### src/rtl/cpu_pkg.sv
// Shared definitions for the lab CPU front end: datapath width, the canonical NOP
// and the fetch FSM state encoding.
package cpu_pkg;

  localparam int          XLEN      = 32;
  localparam logic [31:0] NOP_INSTR = 32'h0000_0013;

  typedef enum logic [1:0] {
    S_REQ,
    S_WAIT,
    S_HOLD
  } fetch_state_e;

endpackage

### src/rtl/if_id_stage_if.sv
// Instruction-memory request/response bus: one request pulse per fetch and an
// rvalid strobe that carries the returned word.
interface if_id_stage_if #(
  parameter int XLEN = 32
);
  logic            req;
  logic [XLEN-1:0] addr;
  logic            rvalid;
  logic [31:0]     rdata;

  modport master (output req, addr, input rvalid, rdata);
  modport slave  (input req, addr, output rvalid, rdata);
endinterface

### src/rtl/pipe_reg.sv
// Generic pipeline register with load enable and a clear that restores the reset
// value; clear wins over enable.
module pipe_reg #(
  parameter int               WIDTH     = 1,
  parameter logic [WIDTH-1:0] RESET_VAL = '0
) (
  input  logic             clk_i,
  input  logic             rst_i,
  input  logic             en_i,
  input  logic             clr_i,
  input  logic [WIDTH-1:0] d_i,
  output logic [WIDTH-1:0] q_o
);

  logic [WIDTH-1:0] q_d, q_q;

  // NOTE: every always_comb output gets a default first so no path can infer a latch.
  always_comb begin
    q_d = q_q;
    if (clr_i)     q_d = RESET_VAL;
    else if (en_i) q_d = d_i;
  end

  // NOTE: state flops use non-blocking assignment so all registers update together.
  always_ff @(posedge clk_i) begin
    if (rst_i) q_q <= RESET_VAL;
    else       q_q <= q_d;
  end

  assign q_o = q_q;

endmodule

### src/rtl/if_id_stage.sv
// Fetch front end: PC, single-outstanding fetch FSM, stall hold buffer, drop flag
// for squashed in-flight words, and the IF/ID register feeding decode.
module if_id_stage
  import cpu_pkg::*;
#(
  parameter int              XLEN      = cpu_pkg::XLEN,
  parameter logic [XLEN-1:0] RESET_PC  = '0,
  parameter logic [31:0]     NOP       = cpu_pkg::NOP_INSTR
) (
  input  logic                  clk_i,
  input  logic                  rst_i,
  input  logic                  stall_i,
  input  logic                  flush_i,
  input  logic [XLEN-1:0]       branch_target_i,
  if_id_stage_if.master         imem,
  output logic [XLEN-1:0]       id_pc_o,
  output logic [31:0]           id_instr_o,
  output logic                  id_valid_o
);

  localparam int IFID_W = XLEN + 33;
  localparam logic [IFID_W-1:0] IFID_EMPTY = {{XLEN{1'b0}}, NOP, 1'b0};

  fetch_state_e    state_d, state_q;
  logic [XLEN-1:0] pc_d, pc_q;
  logic            drop_d, drop_q;
  logic [XLEN-1:0] hold_pc_d, hold_pc_q;
  logic [31:0]     hold_instr_d, hold_instr_q;

  logic              ifid_en;
  logic [IFID_W-1:0] ifid_d, ifid_q;

  logic [XLEN-1:0] pc_next;
  assign pc_next = pc_q + XLEN'(4);

  always_comb begin
    state_d      = state_q;
    pc_d         = pc_q;
    drop_d       = drop_q;
    hold_pc_d    = hold_pc_q;
    hold_instr_d = hold_instr_q;
    ifid_en      = !stall_i;
    ifid_d       = IFID_EMPTY;

    if (flush_i) begin
      // Redirect beats stall; an in-flight word is either discarded now or marked for dropping.
      pc_d = {branch_target_i[XLEN-1:2], 2'b00};
      unique case (state_q)
        S_WAIT: begin
          if (imem.rvalid) begin
            drop_d  = 1'b0;
            state_d = S_REQ;
          end else begin
            drop_d  = 1'b1;
          end
        end
        default: state_d = S_REQ;
      endcase
    end else begin
      unique case (state_q)
        S_REQ: state_d = S_WAIT;
        S_WAIT: begin
          if (imem.rvalid) begin
            if (drop_q) begin
              drop_d  = 1'b0;
              state_d = S_REQ;
            end else if (stall_i) begin
              hold_pc_d    = pc_q;
              hold_instr_d = imem.rdata;
              state_d      = S_HOLD;
            end else begin
              ifid_d  = {pc_q, imem.rdata, 1'b1};
              pc_d    = pc_next;
              state_d = S_REQ;
            end
          end
        end
        S_HOLD: begin
          if (!stall_i) begin
            ifid_d  = {hold_pc_q, hold_instr_q, 1'b1};
            pc_d    = pc_next;
            state_d = S_REQ;
          end
        end
        default: state_d = S_REQ;
      endcase
    end
  end

  always_ff @(posedge clk_i) begin
    if (rst_i) begin
      state_q      <= S_REQ;
      pc_q         <= RESET_PC;
      drop_q       <= 1'b0;
      hold_pc_q    <= '0;
      hold_instr_q <= NOP;
    end else begin
      state_q      <= state_d;
      pc_q         <= pc_d;
      drop_q       <= drop_d;
      hold_pc_q    <= hold_pc_d;
      hold_instr_q <= hold_instr_d;
    end
  end

  pipe_reg #(
    .WIDTH    (IFID_W),
    .RESET_VAL(IFID_EMPTY)
  ) u_ifid (
    .clk_i(clk_i),
    .rst_i(rst_i),
    .en_i (ifid_en),
    .clr_i(flush_i),
    .d_i  (ifid_d),
    .q_o  (ifid_q)
  );

  // A request issued under a redirect would fetch a dead address, so it is suppressed.
  assign imem.req  = (state_q == S_REQ) && !rst_i && !flush_i;
  assign imem.addr = pc_q;

  assign {id_pc_o, id_instr_o, id_valid_o} = ifid_q;

endmodule
### src/flat_wrapper.sv
// flat-port wrapper written by rule: the top's interface ports become plain ports
module if_id_stage_flat import cpu_pkg::*;
#(
  parameter int              XLEN      = cpu_pkg::XLEN,
  parameter logic [XLEN-1:0] RESET_PC  = '0,
  parameter logic [31:0]     NOP       = cpu_pkg::NOP_INSTR
)
  (clk_i, rst_i, stall_i, flush_i, branch_target_i, id_pc_o, id_instr_o, id_valid_o, imem_req, imem_addr, imem_rvalid, imem_rdata);
  if_id_stage_if #(.XLEN(XLEN)) imem_i ();
  input  logic clk_i;
  input  logic rst_i;
  input  logic stall_i;
  input  logic flush_i;
  input  logic [XLEN-1:0] branch_target_i;
  output logic [XLEN-1:0] id_pc_o;
  output logic [31:0] id_instr_o;
  output logic id_valid_o;
  output wire logic [$bits(imem_i.req)-1:0] imem_req;
  output wire logic [$bits(imem_i.addr)-1:0] imem_addr;
  input wire logic [$bits(imem_i.rvalid)-1:0] imem_rvalid;
  input wire logic [$bits(imem_i.rdata)-1:0] imem_rdata;
  assign imem_req = imem_i.req;
  assign imem_addr = imem_i.addr;
  assign imem_i.rvalid = imem_rvalid;
  assign imem_i.rdata = imem_rdata;
  if_id_stage #(.XLEN(XLEN), .RESET_PC(RESET_PC), .NOP(NOP)) u_core (.clk_i(clk_i), .rst_i(rst_i), .stall_i(stall_i), .flush_i(flush_i), .branch_target_i(branch_target_i), .imem(imem_i), .id_pc_o(id_pc_o), .id_instr_o(id_instr_o), .id_valid_o(id_valid_o));
endmodule
### config.mk
export PLATFORM = sky130hd
export DESIGN_NAME = if_id_stage_flat
export DESIGN_NICKNAME = d
export VERILOG_FILES = /design/src/rtl/cpu_pkg.sv /design/src/rtl/if_id_stage_if.sv /design/src/rtl/pipe_reg.sv /design/src/rtl/if_id_stage.sv /design/src/flat_wrapper.sv
export SDC_FILE = /design/constraint.sdc
export NUM_CORES = 1
export LEC_CHECK = 0
export BUFFER_PORTS_ARGS = -buffer_cell sky130_fd_sc_hd__buf_2
export CORE_UTILIZATION = 60
export CTS_BUF_LIST = sky130_fd_sc_hd__clkbuf_4
export CTS_CLUSTER_DIAMETER = 100
export CTS_CLUSTER_SIZE = 40
export DETAILED_ROUTE_END_ITERATION = 6
export PLACE_DENSITY = 0.94
export SYNTH_ARGS = -nofsm -noshare
export SYNTH_HDL_FRONTEND = slang
export SYNTH_SLANG_ARGS = --single-unit
### constraint.sdc
create_clock -name clk_i -period 4.4 [get_ports clk_i]
set_input_delay 0.22 -clock clk_i [delete_from_list [all_inputs] [get_ports clk_i]]
set_output_delay 0.22 -clock clk_i [all_outputs]
set_load 0.01 [all_outputs]
Word-level counts from Yosys, hierarchy flattened
Index checks and enable logic that the tools add are counted.

$add $sub $neg: 1. Multiply operators: 0. Div/mod/pow operators: 0. $lt $le $gt $ge: 0. Eq/ne operators: 7. Shift operators: 0. Muxes and demuxes: 21. Bitwise gates (word level): 2. Reductions and logical operators: 14.

Operators with widths (count): two-way mux 65 bit (2); case mux 65 bit (2 select lines) (1); two-way mux 32 bit (4); case mux 32 bit (2 select lines) (1); adder 32 x 3 -> 32 bit (second input constant) (1); two-way mux 2 bit (7); inequality test 3 bit (second input constant) (3); case mux 2 bit (3 select lines) (1); AND reduction 3 bit (2); two-way mux 1 bit (5); AND reduction 5 bit (1); inequality test 2 bit (second input constant) (2); AND reduction 2 bit (2); nonzero test 2 bit (2); nonzero test 3 bit (1); equality test 2 x 1 -> 1 bit (second input constant) (1); equality test 2 bit (second input constant) (1); logical AND 1 bit (2); logical NOT 1 bit (2); logical NOT 2 bit (1); inverter 1 bit (2); OR reduction 2 bit (1).

Flip-flop bits (word level): 164. Latch bits: 0. RAM bits: 0. Memory bits (read-only): 0. Bits of input ports: 69. Output and inout bits: 98. Logic and storage cells: 52. Memories: 0.

Logic depth before layout (Yosys ltp)
Depth in word-level cells: 6. Mapped depth: 10.

Modules after synthesis
From an unflattened synthesis, not the netlist that was laid out.

Cells, all modules: 888. Area total of the unflattened synthesis: 7290.7 um2.

By module, submodules not included: if_id_stage (instances 1, cells an instance 677, area each 4978.5 um2, sequential area each 1901.8 um2); pipe_reg (instances 1, cells an instance 211, area each 2312.2 um2, sequential area each 1301.2 um2).

Least setup slack after synthesis
Ideal clock, no wire load.

Path kind: register -> register. From: register u_core.state_q[1]. To: register u_core.pc_q[29], in the netlist u_core.imem.addr[29]. Library setup time: 91 ps. Arrival time: 2207 ps. Slack: 2102 ps. Cell stages (with the launch flop): 9. Clock period less this slack: 2298 ps. Cell sequence: dfxtp_1 > inv_1 > ha_1 > buf_6 > and2b_2 > o211ai_4 > or4_4 > or3_1 > a311oi_1.

Word-level cells in the longest chain between the ends: 3. Elaborated cells on any way between the ends: 8.

Ends and longest elaborated chain: start, declared (RTL line if_id_stage.sv:24) `fetch_state_e state_d, state_q;`; start signal, assigned (RTL line if_id_stage.sv:98) `state_q <= state_d;`; equality test 2 x 1 -> 1 bit / equality test 2 bit (equally long branches) (RTL line if_id_stage.sv:60) `unique case (state_q)`; inequality test 3 bit (no line), or another cell as far along; AND reduction 3 bit (no line) / two-way mux 32 bit (equally long branches); end signal, assigned (RTL line if_id_stage.sv:99) `pc_q <= pc_d;`; end, declared (RTL line if_id_stage.sv:25) `logic [XLEN-1:0] pc_d, pc_q;`.

Parallel ways exist; a longest one is shown, timed or not. A chain may end at the register's enable or synchronous reset.

Worst setup path in the final report
Same ends and word-level chain as after synthesis.

==> flow_metrics.env <==
export IMPL_status="finished with violations"
export IMPL_violations_in_the_final_reports="DRC"
export IMPL_grt_overflow_total=0
export IMPL_cts_sinks=158
export IMPL_wl_um=20990
export IMPL_worst_skew_pair_late_latency_ps=560
export IMPL_gp_congestion=0.8778
export IMPL_fraction_of_final_layout_cells_sized_beyond_drive_strength_1=0.1942
export IMPL_clk_transition_reported_paths_ps=120
export IMPL_layout_area_seq_um2=3163
export IMPL_synthesized_flop_and_latch_total=158
export IMPL_synthesized_cell_area_um2=6794
export IMPL_timing_hold_worst_path_depth=3
export IMPL_reg2reg_from="u_core.state_q[1]"
export IMPL_synth_async_sr_flop_share=0
export IMPL_period_minus_slack_ps=2858
export IMPL_power_per_cell_area_nw_per_um2=311.7
export IMPL_timing_critical_path_to_type="flop"
export IMPL_area_growth_syn_to_layout_pct=23.98
export IMPL_timing_critical_path_slowest_cell_delay_ps=640
export IMPL_dpl_cell_count=1106
export IMPL_hold_end="u_core.imem.addr[4]"
export IMPL_cp_buffers_inverters=1
export IMPL_layout_cells_most_common_list="sky130_fd_sc_hd__buf_2, sky130_fd_sc_hd__dfxtp_1, sky130_fd_sc_hd__nor2_1"
export IMPL_layout_commonest_cell="sky130_fd_sc_hd__buf_2"
export IMPL_timing_max_transition_violations_final=0
export IMPL_dr_total_vias=7365
export IMPL_worstSetupPathType="flop to flop"
export IMPL_track_usage=0.3571
export IMPL_post_synth_inst_count=870
export IMPL_crit_family="simple AND/OR/NAND/NOR gates"
export IMPL_timing_final_setup_violations=0
export IMPL_die_width_um=108.4
export IMPL_timing_critical_path_from_type="flop"
export IMPL_skew_ps=10.42
export IMPL_cp_data_required_time_ps=4880
export IMPL_internal_power_uw=1922
export IMPL_comb_power_share=0.115
export IMPL_fmax_mhz=349.9
export IMPL_timing_final_crit_share=0.6495
export IMPL_critical_path_arrival_ps=3340
export IMPL_finalHoldViolCount=0
export IMPL_relSlewSlack=0.1520
export IMPL_cts_inserted_buffers=17
export IMPL_critical_path_cell_list="inv_1, ha_1, and3b_2, o211ai_4, or4_4, or3_1, a311oi_1"
export IMPL_root_buffer="sky130_fd_sc_hd__clkbuf_4"
export IMPL_vdd_drop_max_uv=231.3
export IMPL_design_final_nets=1121
export IMPL_sequentialPowerShare=0.574
export IMPL_port_buffer_count=160
export IMPL_cts_root_to_sink_buffers=2
export IMPL_grt_start_max_net_pins=65
export IMPL_fp_row_count=38
export IMPL_hp_class="primary input to flop"
export IMPL_synth_yosys_seq_area_share=0.4656
export IMPL_post_cts_resized=0
export IMPL_avg_cell_area_syn_um2=7.809
export IMPL_n_fill_cell=727
export IMPL_setup_repair_after_global_routing_missed_its_margin="false"
export IMPL_synth_edff_count=0
export IMPL_grt_pass1_vias=6841
export IMPL_clock_power_share=0.311
export IMPL_die_area_um2=11750
export IMPL_post_dp_hpwl_um=11290
export IMPL_static_leakage_power_uw=0.003172
export IMPL_tritoncts="built"
export IMPL_die_h_um=108.4
export IMPL_h_tree_depth=4
export IMPL_multiInputGateArea_um2=3313
export IMPL_post_route_drc_count=1
export IMPL_power_net_switching_uw=703.8
export IMPL_worst_hold_startpoint="flush_i"
export IMPL_yosysWarningCount=0
export IMPL_detail_route_iter0_violations=983
export IMPL_critPathSlowestCell="sky130_fd_sc_hd__or4_4"
export IMPL_start_util=0.6213
export IMPL_critical_path_reg2reg_endpoint="u_core.imem.addr[29]"
export IMPL_route_detailed_vias_per_inst=6.127
export IMPL_setup_reg_to_reg_worst_slack_ps=1540
export IMPL_grt_first_pass_wirelength_um=32940
export IMPL_postRouteAntennaNets=0
export IMPL_final_setup_tns_ps=0
export IMPL_grt_antenna_before_repair=1
export IMPL_synth_main_ff_cell="sky130_fd_sc_hd__dfxtp_1"
export IMPL_ff2ff_path_depth=7
export IMPL_switching_share=0.2681
export IMPL_drt_first_pass_iters=7
export IMPL_route_detailed_wl_per_inst_um=17.46
export IMPL_floorplan_core_area_um2=10940
export IMPL_drv_cap=0
export IMPL_worstMarginPinSlew_ps=1268
export IMPL_stdcell_count=1202
export IMPL_cp_max_fo=16
export IMPL_post_synth_num_cell_types=53
export IMPL_num_io_pins=167
-- routing by layer --
| layer | vias up | track usage | part of all wire |
|---|---|---|---|
| li1 | 3356 | - | - |
| met1 | 3420 | 0.4428 | 0.39 |
| met2 | 478 | 0.5827 | 0.48 |
| met3 | 111 | 0.07957 | 0.091 |
| met4 | 0 | 0.1786 | 0.037 |
| met5 | - | 0 | 0 |
-- cell families (layout without fill, tap and decap cells) --
group | count (synthesis) | after routing | synth area share
other | 1 | 5 | 0.0005520
AOI/OAI and AO/OA | 233 | 233 | 0.2155
muxes | 2 | 2 | 0.002947
and+or+nand+nor | 367 | 367 | 0.2291
DFF | 158 | 158 | 0.4656
xor gates and xnor gates | 22 | 22 | 0.02836
buffers and inverters | 83 | 271 | 0.05064
adders and majority gates | 4 | 4 | 0.007367
-- through the flow --
stage / setup slack, ps / instance area, um2 / hold WS [ps] / util / power [uW]
floorplan: 2102 / 6805 / 320.1 / - / 1682
global placement: 1666 / 7538 / 441.6 / 0.6894 / 1773
detailed placement: 1588 / 7538 / 446.7 / 0.6894 / 1779
CTS: 1553 / 8411 / 1.554 / 0.7691 / 2603
global route: 1417 / 8423 / 35.45 / 0.7703 / 2712
finish: 1542 / 8423 / 36.87 / 0.7703 / 2625
-- cells in the mapped netlist (all sizes together) (2+ instances only) --
| cell | n | share of area |
|---|---|---|
| nand2 | 149 | 0.083 |
| and4 | 4 | 0.0052 |
| ha | 4 | 0.0074 |
| nor3 | 9 | 0.0066 |
| nand3 | 10 | 0.0074 |
| clkbuf | 62 | 0.034 |
| o21ai | 10 | 0.0090 |
| a221oi | 3 | 0.0039 |
| a211oi | 18 | 0.020 |
| o211ai | 3 | 0.0053 |
| mux2i | 2 | 0.0029 |
| nor2 | 149 | 0.082 |
| nand2b | 4 | 0.0037 |
| inv | 8 | 0.0044 |
| xnor2 | 20 | 0.026 |
| and3 | 5 | 0.0048 |
| o31ai | 2 | 0.0022 |
| nor4 | 11 | 0.010 |
| xor2 | 2 | 0.0026 |
| and2 | 4 | 0.0037 |
| or4 | 3 | 0.0039 |
| buf | 12 | 0.011 |
| nor2b | 3 | 0.0028 |
| dfxtp | 158 | 0.47 |
| a21oi | 123 | 0.091 |
| or3 | 4 | 0.0037 |
| nand4 | 9 | 0.0083 |
| a311oi | 6 | 0.0077 |
| a22oi | 59 | 0.065 |
-- final cells by class --
class | count | area share
diodes | 1 | 0.0002971
clock buffers | 20 | 0.01783
clock inverters | 12 | 0.01203
inverters | 9 | 0.004011
multi-input cells | 632 | 0.3933
flip-flops and latches | 158 | 0.3755
well taps | 140 | 0.02080
repair buffers | 230 | 0.1762
-- power by group through the flow --
stage               clock (uW)  sequential [uW]  combinational [uW]
floorplan                    0             1530                 153
global placement             0             1530                 239
detailed placement           0             1530                 244
CTS                        812             1500                 288
global route               877             1510                 324
finish                     816             1510                 302
-- how the worst max path moves through the flow --
| stage | start | end | slack, ps | depth (start not counted) |
|---|---|---|---|---|
| after floorplan | u_core.state_q[1] | u_core.imem.addr[29] | 2100 | 8 |
| after global placement | u_core.state_q[1] | u_core.imem.addr[29] | 1670 | 7 |
| after detailed placement | u_core.state_q[1] | u_core.imem.addr[29] | 1590 | 7 |
| after CTS | u_core.state_q[1] | u_core.imem.addr[29] | 1550 | 7 |
| after global routing | u_core.state_q[1] | u_core.imem.addr[25] | 1420 | 7 |
| final | u_core.state_q[1] | u_core.imem.addr[29] | 1540 | 7 |
-- worst min-delay path: stages --
cell                      delay, ps
sky130_fd_sc_hd__buf_2          190
sky130_fd_sc_hd__nand2_1         90
sky130_fd_sc_hd__a21oi_1         50
-- timing repair --
item,4_1_cts,5_1_grt
endpoints found under the hold margin,62,1
setup buffers,0,0
hold buffers,62,1
-- flip-flops by register name (all words and copies together) (netlist names) --
register             flops
u_core.hold_pc_q        30
u_core.drop_q            1
u_core.state_q           2
u_core.u_ifid.q_o       63
u_core.imem.addr        30
u_core.hold_instr_q     32
Power figures use the tool's default switching activity.
